## src/rtl/mvtr_pkg.sv

```systemverilog
// rtl/mvtr_pkg.sv - shared constants and sizing helpers for the mvtr majority voter
//
// Contents:
//   cnt_w(m)   : width of a per-bit "ones" count for m copies, clog2(m+1)
//   maj_thr(m) : majority threshold m/2; a bit votes 1 when its count exceeds it
//   ERR_CNT_W  : width of the optional mismatch counter

package mvtr_pkg;

    localparam int ERR_CNT_W = 16;

    function automatic int cnt_w(input int m);
        return $clog2(m + 1);
    endfunction

    // Strict majority: count > m/2. For even m a tie (count == m/2) stays 0.
    function automatic int maj_thr(input int m);
        return m / 2;
    endfunction

endpackage

```

## src/rtl/mvtr_bit.sv

```systemverilog
// rtl/mvtr_bit.sv - combinational single-bit M-input majority voter
//
// Parameters:
//   M        : number of redundant copies (3..15)
// Ports:
//   bits_i   : in,  M  - one bit from each copy, bit k from copy k
//   vote_o   : out, 1  - strict-majority value of bits_i
//   dis_o    : out, 1  - copies do not all agree

module mvtr_bit
    import mvtr_pkg::*;
#(
    parameter int M = 3
) (
    input  logic [M-1:0] bits_i,
    output logic         vote_o,
    output logic         dis_o
);

    localparam int CW = cnt_w(M);

    logic [CW-1:0] cnt;

    always_comb begin
        cnt = '0;
        for (int k = 0; k < M; k++) begin
            cnt = cnt + CW'(bits_i[k]);
        end
    end

    assign vote_o = (cnt > CW'(maj_thr(M)));
    assign dis_o  = (cnt != '0) && (cnt != CW'(M));

endmodule

```

## src/rtl/mvtr.sv

```systemverilog
// rtl/mvtr.sv - registered M-way bitwise majority voter for TMR groups
//
// Parameters:
//   M         : number of redundant copies (3..15)
//   N         : width of each copy in bits (1..1024)
// Ports:
//   clk_i     : in,  1   - clock, rising edge
//   rst_n_i   : in,  1   - asynchronous active-low reset
//   vtr_i     : in,  M*N - packed copies, copy k at [k*N+N-1 : k*N]
//   vtr_o     : out, N   - voted word, one cycle after the sample
//   warn_o    : out, 1   - copies disagreed in the sampled cycle (not sticky)
//   err_cnt_o : out, 16  - saturating mismatch counter (only with MVTR_ERR_CNT_EN)
// Build option:
//   MVTR_ERR_CNT_EN - adds err_cnt_o and its counter

module mvtr
    import mvtr_pkg::*;
#(
    parameter int M = 3,
    parameter int N = 32
) (
    input  logic           clk_i,
    input  logic           rst_n_i,
    input  logic [M*N-1:0] vtr_i,
    output logic [N-1:0]   vtr_o,
    output logic           warn_o
`ifdef MVTR_ERR_CNT_EN
    ,
    output logic [ERR_CNT_W-1:0] err_cnt_o
`endif
);

    logic [M-1:0] col [N];
    logic [N-1:0] vote_d;
    logic [N-1:0] dis_d;
    logic         warn_d;

    // Transpose the packed copies into one M-bit column per output bit.
    for (genvar b = 0; b < N; b++) begin : g_bit
        for (genvar k = 0; k < M; k++) begin : g_copy
            assign col[b][k] = vtr_i[k*N + b];
        end

        mvtr_bit #(.M(M)) u_bit (
            .bits_i (col[b]),
            .vote_o (vote_d[b]),
            .dis_o  (dis_d[b])
        );
    end

    assign warn_d = |dis_d;

    always_ff @(posedge clk_i or negedge rst_n_i) begin
        if (!rst_n_i) begin
            vtr_o  <= '0;
            warn_o <= 1'b0;
        end else begin
            vtr_o  <= vote_d;
            warn_o <= warn_d;
        end
    end

`ifdef MVTR_ERR_CNT_EN
    // Counts edges where the sampled copies disagree; holds at all-ones.
    always_ff @(posedge clk_i or negedge rst_n_i) begin
        if (!rst_n_i) begin
            err_cnt_o <= '0;
        end else if (warn_d && (err_cnt_o != '1)) begin
            err_cnt_o <= err_cnt_o + 1'b1;
        end
    end
`endif

endmodule

```

## config.mk

```make
export PLATFORM = sky130hd
export DESIGN_NAME = mvtr
export DESIGN_NICKNAME = d
export VERILOG_FILES = /design/src/rtl/mvtr_pkg.sv /design/src/rtl/mvtr_bit.sv /design/src/rtl/mvtr.sv
export SDC_FILE = /design/constraint.sdc
export NUM_CORES = 1
export LEC_CHECK = 0
export CORE_UTILIZATION = 41
export CTS_BUF_LIST = sky130_fd_sc_hd__clkbuf_4 sky130_fd_sc_hd__clkbuf_8
export DETAILED_ROUTE_END_ITERATION = 8
export PLACE_DENSITY = 0.83
export SYNTH_ARGS = -nofsm -noshare
export SYNTH_HDL_FRONTEND = slang
export SYNTH_SLANG_ARGS = --single-unit
export TNS_END_PERCENT = 100
```

## constraint.sdc

```tcl
create_clock -name clk_i -period 0.8 [get_ports clk_i]
set_clock_uncertainty 0.15 [all_clocks]
set_input_delay 0.12 -clock clk_i [delete_from_list [all_inputs] [get_ports clk_i]]
set_output_delay 0.12 -clock clk_i [all_outputs]
set_load 0.01 [all_outputs]
```

== After elaboration in Yosys (flattened, before gate mapping) ==
Cells that the tools add are included.
Storage, ports and cells
  bits of input ports: 98
  register bits after elaboration: 33
Operators by class
  $lt $le $gt $ge: 32
  $add $sub $neg: 64
  eq/ne operators: 32
  reduce and logical (&&, ||, !) cells: 65
Operator list (count)
  1-bit by 1-bit adder with 2-bit output: 32
  2-bit by 1-bit adder with 2-bit output: 32
  2-bit by 1-bit greater-than comparator with 1-bit output, second input constant: 32
  2-bit inequality test, second input constant: 32
  2-bit nonzero test: 32
  1-bit logical AND: 32
  32-bit OR reduction: 1

== Logic depth before layout (Yosys ltp) ==
  word-level depth: 5
  gate-level depth with buffers: 7
  gate-level depth less buffers: 7

== Modules after synthesis ==
From an unflattened synthesis, not the netlist that was laid out.
Second synthesis, totals
  cells, all modules: 172
  area total of the unflattened synthesis: 2182.1 µm²
By module, submodules not included
  mvtr_bit: instances 32, area an instance 40.0 µm², cells each 4, sequential area each 0.0 µm²
  mvtr: instances 1, area an instance 900.9 µm², cells each 44, sequential area each 825.8 µm²

== Worst setup path before layout ==
Ideal clock, no wire load.
  path kind: input port to flip-flop
  start: in vtr_i[5]
  end: reg warn_o
  stages: 7
  slack: -0.855 ns
  setup time: 0.129 ns
  data required time: 0.521 ns
  path buffers: 0
  arrival time: 1.376 ns
  path through: inv_1 > fa_1 > inv_1 > ha_1 > nand4_1 > nor4_1 > nand2_1
Between the ends
  word-level cells in the longest chain between the ends: 5
  elaborated cells between the ends (all ways): 6
  those cells by class: 2 x add/sub; 1 x eq/ne; 3 x reduce/logical
Ends and longest elaborated chain
  start: declaration: RTL line mvtr.sv:24  | input logic [M*N-1:0] vtr_i,
  1-bit by 1-bit adder with 2-bit output *: RTL line mvtr_bit.sv:27  | cnt = cnt + CW'(bits_i[k]);
  2-bit by 1-bit adder with 2-bit output *: RTL line mvtr_bit.sv:27
  2-bit inequality test / 2-bit nonzero test (equally long branches): RTL line mvtr_bit.sv:32  | assign dis_o = (cnt != '0) && (cnt != CW'(M));
  1-bit logical AND *: RTL line mvtr_bit.sv:32
  32-bit OR reduction *: RTL line mvtr.sv:51  | assign warn_d = |dis_d;
  named net warn_d: RTL line mvtr.sv:36  | logic warn_d;
  end signal: assignment: RTL line mvtr.sv:59  | warn_o <= warn_d;
  end: declaration: RTL line mvtr.sv:26  | output logic warn_o
Mark *: on every way through the listed nets, which the timed path passes. The rest lies on a longest branch.

== Final worst setup path ==
  start: in vtr_i[14]
  end: reg warn_o
Same word-level chain as after synthesis.

==> key figures <==
Routing
  • Routed Antenna Nets: 0
  • Vias: 1983
  • Iter 0 DRT Violations: 9
  • Drt first pass iters: 4
  • Final WL: 5.83 mm
  • Drt wl/cell: 12.0 um
  • Routed vias/inst: 4.09
  • DRC: 0

Finish
  • ANT cells: 0
  • Non-Filler Instances: 485
  • Final net count: 571
  • Final Util: 65.5%
  • Layout cell share with drive strength beyond 1: 50.0%
  • P&R area growth vs syn: 54.0%

Power and ir drop
  • Peak VDD IR: 0.617 mV
  • Switching Fraction: 31.5%
  • P_sw: 0.00151 W
  • Comb power frac: 36.0%
  • P per Cell Area: 1230 nW/um2
  • Reg power frac: 38.3%
  • Clock power share: 25.7%
  • Leakage power: 2.30 nW
  • Pint: 0.00328 W

STA
  • Setup TNS: -8980 ps
  • Hold_ws: 83.3 ps
  • Worst Tran Pin Value: 301 ps
  • Fmax: 605 MHz
  • Max-slew headroom: 79.8%
  • Final WS setup: -852 ps
  • Final Setup Violations: 34
  • Fin crit share: 207%
  • RSZ-0062 raised after global routing: true
  • Fin crit period: 1650 ps
  • Hold Vio Cnt, Final: 0
  • Slew Viols, Final: 0

Floorplanning
  • I/O pins: 131
  • CORE AREA: 5960 um2
  • Die Height: 80.6 um
  • Chip width: 80.6 um
  • Die Area: 6500 um2
  • Starting Density: 42.5%
  • Num rows: 28

Worst hold path
  • Class of the worst hold path: input port to flop

Clock tree
  • Post-CTS Setup Repair Bufs: 0
  • Clk buf depth: 2
  • Total CTS buffers: 5
  • Clk root buf: clkbuf_8
  • Clock transition at path regs: 60 ps
  • H-tree levels: 2
  • CTS tree: yes
  • # clock sinks: 33

Global route
  • Gr usage total: 19.2%
  • Grt total ovfl: 0
  • First-pass GRT wire length: 9.16 mm
  • Largest net degree at the start of global routing: 18
  • Number of global-route vias before repair: 2204
  • Antenna violations before repair: 0

Placement
  • Placed instance count: 477
  • GPL Wtd Cong: 0.665
  • IO Port Bufs: 130
  • Final HPWL DP: 5.06 mm

Run
  • Max-cap violations: 0

Logic synthesis
  • Yosys cell types: 7
  • Mapped Nets: 430
  • Synth Instances: 268
  • Largest cells by area after synthesis: dfrtp_1 33%, fa_1 25%, inv_1 24%
  • Post-synthesis register bit count: 33
  • Register area share after synthesis: 32.6%
  • Synth warn: 0
  • Top-area cell type share of the netlist area: 32.6%
  • Largest area contributor in the netlist: dfrtp_1
  • Synthesized cell area: 2530 um2
  • Synth Area per Inst: 9.45 um2

Setup path
  • Crit path max fanout: 1
  • Crit path max-delay family: adder cells
  • Buf/Inv on CP: 3
  • Type of origin of the critical path: input port
  • Worst setup EP type: flop
  • Critical path's slowest cell: fa_2
  • Req. time, crit path: 810 ps
  • Cell Chain, Critical Path: buf_6 -> inv_4 -> fa_2 -> inv_2 -> ha_4 -> nand4_1 -> nor4_2 -> nand2_1
  • WP data arrival: 1660 ps
  • CP max stage delay: 560 ps
  • CP Class: input port to flop

Status
  • Status: complete, but fails checks
  • Failing checks: setup timing
final timing paths:
path                       startpoint   endpoint  slack, ps  depth (start not counted)
worst max-delay path        vtr_i[14]     warn_o       -850                          8
worst min-delay path        vtr_i[58]  vtr_o[26]         80                          4
max in group asynchronous     rst_n_i  vtr_o[26]         80                          3
min in group asynchronous     rst_n_i  vtr_o[24]        220                          3
power groups by stage:
stage	Combinational (W)	Clock, W	Sequential (W)
after floorplan	0.000689	0	0.00192
after global placement	0.00168	0	0.00185
after detailed placement	0.00178	0	0.00186
after CTS	0.00171	0.00127	0.00183
after global routing	0.00197	0.00133	0.00184
final	0.00173	0.00123	0.00183
routing by layer:
layer	GRT usage [%]	vias up	wire, um
met5	0	-	0
met2	38.9	78	3420
met1	18.2	949	1930
met3	4.77	10	412
met4	6.61	0	72
li1	-	946	-
cell families after synthesis:
logic type                 count (synthesis)  synth area share [%]
adders and majority gates                 64                  41.1
buffers and inverters                    160                  23.7
DFF                                       33                  32.6
and+or+nand+nor                           11                  2.62
metrics by stage:
stage / setup slack (ps) / instance area [um2] / power, W
after CTS: -840 / 3870 / 0.00480
final: -852 / 3900 / 0.00479
after floorplan: -825 / 2580 / 0.00261
after global placement: -1720 / 4000 / 0.00353
after detailed placement: -1710 / 4000 / 0.00363
after global routing: -899 / 3900 / 0.00514
cells in the mapped netlist:
cell / n
inv_1: 160
dfrtp_1: 33
fa_1: 32
ha_1: 32
nand4_1: 8
nor4_1: 2
nand2_1: 1
layout make-up:
type                    instances  area (um2)
well taps                      75        93.8
fillers                       532        2050
inverters                     160         616
multi-input cells              75        1290
clock buffers                   6        76.3
flip-flops and latches         33         826
clock inverters                 2        10.0
repair buffers                134         986
registers in the layout, summed over array words and instances, names as in the netlist:
name    count
warn_o      1
vtr_o      32
layout by cell type (no fill, tap or decap):
cell              n
ha_4             11
inv_2            69
dfrtp_1          33
nand2_1           1
clkbuf_2         11
clkbuf_4          1
inv_8             1
clkinv_2          2
nand4_1           8
buf_6            22
buf_4             3
dlygate4sd2_1    21
buf_2            59
clkdlybuf4s15_1  16
clkdlybuf4s15_2   1
clkbuf_8          5
nor4_2            2
fa_2             15
ha_1             21
inv_4             3
dlygate4sd3_1     1
fa_1             17
inv_1            87
worst min-delay path, cell delays in order:
cell and delay [ps]:
clkbuf_2 90, inv_2 50, fa_1 180, inv_1 40
timing repair:
item / CTS / global route
gates resized for setup: 433 / 44
hold endpoints to repair: 33 / 0
hold buffers: 1 / 0
pin swaps: 71 / 19
endpoints found under the setup margin: 66 / 41
Note: power is estimated with default switching activity, not from simulation.
